**config.mk**
```make
export PLATFORM = sky130hd
export DESIGN_NAME = frame_bram_writer
export DESIGN_NICKNAME = d
export VERILOG_FILES = /design/src/rtl/frame_bram_writer.sv
export SDC_FILE = /design/constraint.sdc
export NUM_CORES = 1
export LEC_CHECK = 0
export CAP_MARGIN = 20
export CORE_MARGIN = 3
export CORE_UTILIZATION = 40
export CTS_CLUSTER_DIAMETER = 150
export DETAILED_ROUTE_END_ITERATION = 12
export MAX_ROUTING_LAYER = met4
export PLACE_DENSITY_LB_ADDON = 0.08
export SYNTH_ARGS = -nofsm -noshare
export SYNTH_HDL_FRONTEND = slang
export SYNTH_SLANG_ARGS = --single-unit
```
**constraint.sdc**
```tcl
create_clock -name clk -period 2.2 [get_ports clk]
set_input_delay 0.55 -clock clk [delete_from_list [all_inputs] [get_ports clk]]
set_output_delay 0.55 -clock clk [all_outputs]
set_load 0.01 [all_outputs]
```
**src/rtl/frame_bram_writer.sv**
```systemverilog
`default_nettype none
// +----------------------------------------------------------------------------+
// | Module  : frame_bram_writer                                                |
// | Purpose : Packs an 8-bit byte stream into RGB565 words and writes one full |
// |           frame to BRAM at addresses 0..IMG_W*IMG_H-1.                      |
// | Config  : FBW_BYTE_SWAP_EN - first byte of each pair is the low byte.      |
// | Revision: 1.0 - initial release                                            |
// +----------------------------------------------------------------------------+
module frame_bram_writer #(
   parameter int IMG_W  = 128,
   parameter int IMG_H  = 128,
   parameter int ADDR_W = 16
) (
   input  logic              clk,
   input  logic              rst,
   input  logic              start,
   input  logic [7:0]        in_data,
   input  logic              in_valid,
   output logic              in_ready,
   output logic [ADDR_W-1:0] BRAMADDR,
   output logic [15:0]       BRAMDATA,
   output logic              BRAMWE,
   output logic              busy,
   output logic              frame_done
);

   localparam int                c_NPIX = IMG_W * IMG_H;
   localparam logic [ADDR_W-1:0] c_LAST = ADDR_W'(c_NPIX - 1);

   typedef enum logic [1:0] {
      S_IDLE = 2'd0,
      S_HI   = 2'd1,
      S_LO   = 2'd2,
      S_DONE = 2'd3
   } state_t;

   state_t            r_state;
   state_t            w_next_state;
   logic [ADDR_W-1:0] r_pix_addr;
   logic [7:0]        r_first_byte;
   logic              w_accept;
   logic              w_last;

   assign in_ready = (r_state == S_HI) || (r_state == S_LO);
   assign busy     = in_ready;
   // start outranks a byte offered in the same cycle
   assign w_accept = in_valid && in_ready && !start;
   assign w_last   = (r_pix_addr == c_LAST);

   always_ff @(posedge clk or posedge rst) begin
      if (rst) begin
         r_state <= S_IDLE;
      end else begin
         r_state <= w_next_state;
      end
   end

   always_comb begin
      w_next_state = r_state;
      if (start) begin
         w_next_state = S_HI;
      end else begin
         case (r_state)
            S_HI:    if (w_accept) w_next_state = S_LO;
            S_LO:    if (w_accept) w_next_state = w_last ? S_DONE : S_HI;
            default: w_next_state = r_state;
         endcase
      end
   end

   always_ff @(posedge clk or posedge rst) begin
      if (rst) begin
         r_pix_addr   <= '0;
         r_first_byte <= 8'h00;
         BRAMADDR     <= '0;
         BRAMDATA     <= 16'h0000;
         BRAMWE       <= 1'b0;
         frame_done   <= 1'b0;
      end else begin
         BRAMWE <= 1'b0;
         if (start) begin
            r_pix_addr   <= '0;
            r_first_byte <= 8'h00;
            frame_done   <= 1'b0;
         end else if (w_accept && (r_state == S_HI)) begin
            r_first_byte <= in_data;
         end else if (w_accept && (r_state == S_LO)) begin
`ifdef FBW_BYTE_SWAP_EN
            BRAMDATA <= {in_data, r_first_byte};
`else
            BRAMDATA <= {r_first_byte, in_data};
`endif
            BRAMADDR   <= r_pix_addr;
            BRAMWE     <= 1'b1;
            r_pix_addr <= r_pix_addr + 1'b1;
            if (w_last) begin
               frame_done <= 1'b1;
            end
         end
      end
   end

endmodule
`default_nettype wire

```
==> metrics.md <==
| Metric | Value |
|---|---|
| Run status | finished, final reports clean |
| Routed wire length per instance | 14.3 um |
| Smallest hold slack | 0.486 ns |
| Setup crit end kind | output pin |
| Count of buffers from port buffering | 47 |
| Leakage power | 1.61 nW |
| Final critical-path setup slack | 0.162 ns |
| CP Buf/Inv Count | 3 |
| Most used flip-flop cell after synthesis | dfrtp_1 |
| Mux share of post-synthesis cell area | 14.6% |
| Switching Share | 24.5% |
| Layout cell share with drive strength beyond 1 | 25.4% |
| Layout Skew | 0.00524 ns |
| Std-Cell Rows | 28 |
| Cell Pwr Density | 784 nW/um^2 |
| Part of the power in the clock network | 39.1% |
| Simple-gate area share of the yosys netlist | between 10% and 20% |
| Violation count after the first detailed-routing iteration | 61 |
| Slew of the pin with the lowest slew margin | roughly 0.32 ns |
| Number of nets in the finished design | 290 |
| Library cell contributing the largest single delay on the critical path | dfrtp_1 |
| Total DRC errors in the routed layout | 0 |
| Setup slack at placement | -0.00538 ns |
| Post-layout min period | between 2 and 2.5 ns |
| Tot GR Track Use | 15.8% |
| Final hold violations | 0 |
| Net switching power figure | about 0.67 mW |
| Crit path DAT | 1.49 ns |
| TritonCTS clock tree | built |
| Crit path max-delay family | buffers and inverters |
| Maximum Capacitance Violations | 0 |
| Netlist area before placement | 2620 um^2 |
| Path class of the lowest-slack min-delay path | reg -> reg |
| Worst setup path class | reg -> out |
| H-Tree Depth | 3 |
| Start point of the critical path | r_state[0]$_DFFE_PP0P_ |
| Slew margin rel. | 78.7% |
| Total grt overflow | 0 |
| Number of vias per cell after detailed routing | 4.93 |
| Startpoint type of the worst setup path | flip-flop |
| Worst-path clk slew | roughly 0.060 ns |
| Global placement routability congestion | 0.782 |
| Ys async rst share | 100% |
| Critical Path Most Common Cell | inv_1 |
| Floorplan die area | 7560 um^2 |
| FF-to-FF End | r_pix_addr[12]$_DFFE_PP0P_ |
| Synth Area in Compound Gates | 5.44% |
| Total iterations of the first detailed-routing run | 4 |
| Yosys warns | 0 |
| Sequential share of power | approximately 45% |
| Clock tree root driver cell | clkbuf_8 |
| Cells along the critical path | inv_1 -> ha_1 -> inv_1 -> dlygate4sd2_1 |
| Die height | 87.0 um |
| Effective utilization at floorplan | 42.8% |
| Number of antenna violations at the first check in global routing | 0 |
| Top library cells by usage in the layout, fill and taps aside | dfrtp_1, clkdlybuf4s50_1, mux2_2 |
| DP HPWL | 3.53 mm |
| Design Power | 2.73 mW |
| Share of the core filled with cells in the final layout | approximately 57% |
| Internal | ~2.1 mW |
| Largest stage delay on the critical path | 0.38 ns |
| Vias | 1,751 |
| Setup bufs post-CTS | 0 |
| Num ports | 48 |
| Total Neg Setup Slack | 0 ns |
| Reg2reg path depth | 7 |
| Drt total wl | 5.08 mm |
| First-pass GRT wire length | 9.01 mm |
| Core region area | 6130 um^2 |
| Post-detailed-route count of antenna-violating nets | 0 |
| Mean area per synthesized cell | ~12 um^2 |
| Part of the total power dissipated in combinational logic | around 16% |
| Commonest non-fill, non-tap cell in the layout | dfrtp_1 |
| Cell depth of the worst hold path | 1 |
| Total clock buffers created by CTS | 9 |
| Number of antenna diodes | 0 |
| Die span in x | 87.0 um |
| Number of cells produced by synthesis | 211 |
| Register-to-Register Setup Slack | approximately 0.24 ns |
| XOR/XNOR share of the synthesized area | between 3 and 4% |
| Clock latency of the later-clocked register in the worst-skew pair | around 0.33 ns |
| Max Root-Sink Buffers | 2 |
| Total count of max-transition violations in the final report | 0 |
| Sequential element share of the synthesized area | 57.3% |
| R2r startpoint | r_state[0]$_DFFE_PP0P_ |
| Pin count of the biggest net entering global routing | 61 |
| Final setup violating endpoints | 0 |
| Hold Path Origin | BRAMDATA[13]$_DFFE_PP0P_ |
| Capture endpoint of the worst hold path | BRAMDATA[13]$_DFFE_PP0P_ |
| Data required time of the worst path | 1.65 ns |
| Clk sinks | 60 |
| Dominant combinational cell family by area after synthesis | simple AND/OR/NAND/NOR gates |
| Adder and majority cell fraction of the synthesized area | 1.43% |
| Largest driver fanout on the critical path | 4 |
| Upper clock frequency limit | 491 MHz |
| Area Growth Syn to Fin | 33.1% |
| Maximum vdd drop | roughly 0.54 mV |
| Post-synthesis register bit count | 60 |
| Post-synth EDFFs | 0 |
| Synthesized net count | between 200 and 250 |
| Post-route clock period utilization | 92.6% |
| Vias in the first global route | around 1.8k |
| RSZ-0062 raised after global routing | false |
| Number of distinct library cells after synthesis | 35 |
-- power by group through the flow --
stage / sequential [mW] / combinational (mW) / clock (mW)
2_1_floorplan: 1.26 / 0.225 / 0
3_3_place_gp: 1.25 / 0.455 / 0
3_5_place_dp: 1.25 / 0.457 / 0
4_1_cts: 1.23 / 0.446 / 1.11
5_1_grt: 1.24 / 0.489 / 1.17
6_report: 1.23 / 0.436 / 1.07
-- metal layers --
| metal | global-route usage (%) | part of all wire, % | vias to the layer above | wire length [um] |
|---|---|---|---|---|
| met2 | 21.4 | 44 | 48 | 2230 |
| li1 | - | - | 863 | - |
| met5 | - | 0 | - | 0 |
| met4 | 3.40 | 0.85 | 0 | 43 |
| met3 | 6.05 | 5.4 | 7 | 273 |
| met1 | 22.4 | 50 | 833 | 2540 |
-- kinds of logic (layout without fill, tap and decap cells) --
family                     Yosys count  in the layout
AOI/OAI and AO/OA                   15             15
xor gates and xnor gates            10             10
adders and majority gates            3              3
buffers and inverters               16             85
DFF                                 60             60
muxes                               34             34
and+or+nand+nor                     73             73
-- worst max path at each step --
stage                            endpoint  slack (ns)  cells after the start
3_3_place_gp   r_pix_addr[12]$_DFFE_PP0P_        0.04                      6
3_5_place_dp   r_pix_addr[10]$_DFFE_PP0P_      -0.005                      6
6_report                             busy        0.16                      4
2_1_floorplan     BRAMADDR[0]$_DFFE_PP0P_        0.17                      1
5_1_grt                              busy        0.02                      4
4_1_cts                              busy        0.12                      4
-- worst register-to-register path, cell delays in order (launching register included) --
cell and delay (ns):
dfrtp_1 0.38, inv_1 0.06, ha_1 0.33, nand4bb_4 0.27, buf_4 0.23, a2111oi_4 0.37, xnor2_1 0.16, nor2_1 0.06
-- final cells by class --
| cell class | instances | area (um^2) |
|---|---|---|
| clock buffers | 13 | 179 |
| clock inverters | 3 | 42.5 |
| fillers | 513 | 2640 |
| inverters | 8 | 30.0 |
| multi-input cells | 135 | 1040 |
| flip-flops and latches | 60 | 1500 |
| well taps | 75 | 93.8 |
| repair buffers | 61 | 598 |
-- cell usage after synthesis (all sizes together) (3+ instances only) --
master	number	area (um^2)
nand3	14	75.1
nand2	23	86.3
ha	3	37.5
dfrtp	60	1500
clkbuf	3	11.3
nor2	18	75.1
inv	8	30.0
nor4	3	33.8
nand4	4	25.0
mux2	34	383
buf	5	35.0
xnor2	8	70.1
a21oi	5	25.0
-- per-stage QoR --
stage | cells | instance area, um^2
floorplan | 211 | 2620
global placement | 339 | 3270
detailed placement | 339 | 3270
CTS | 355 | 3490
global route | 355 | 3490
finish | 355 | 3490
-- what timing repair did --
action | 4_1_cts | 5_1_grt
setup endpoints to repair | 2 | 0
resized for setup | 2 | 0
hold buffers | 0 | 0
-- flip-flops by register name (all words and copies together), names as in the netlist --
signal        count
BRAMADDR         16
BRAMDATA         16
BRAMWE            1
r_pix_addr       16
r_first_byte      8
frame_done        1
r_state           2
(Power assumes the default switching activity.)
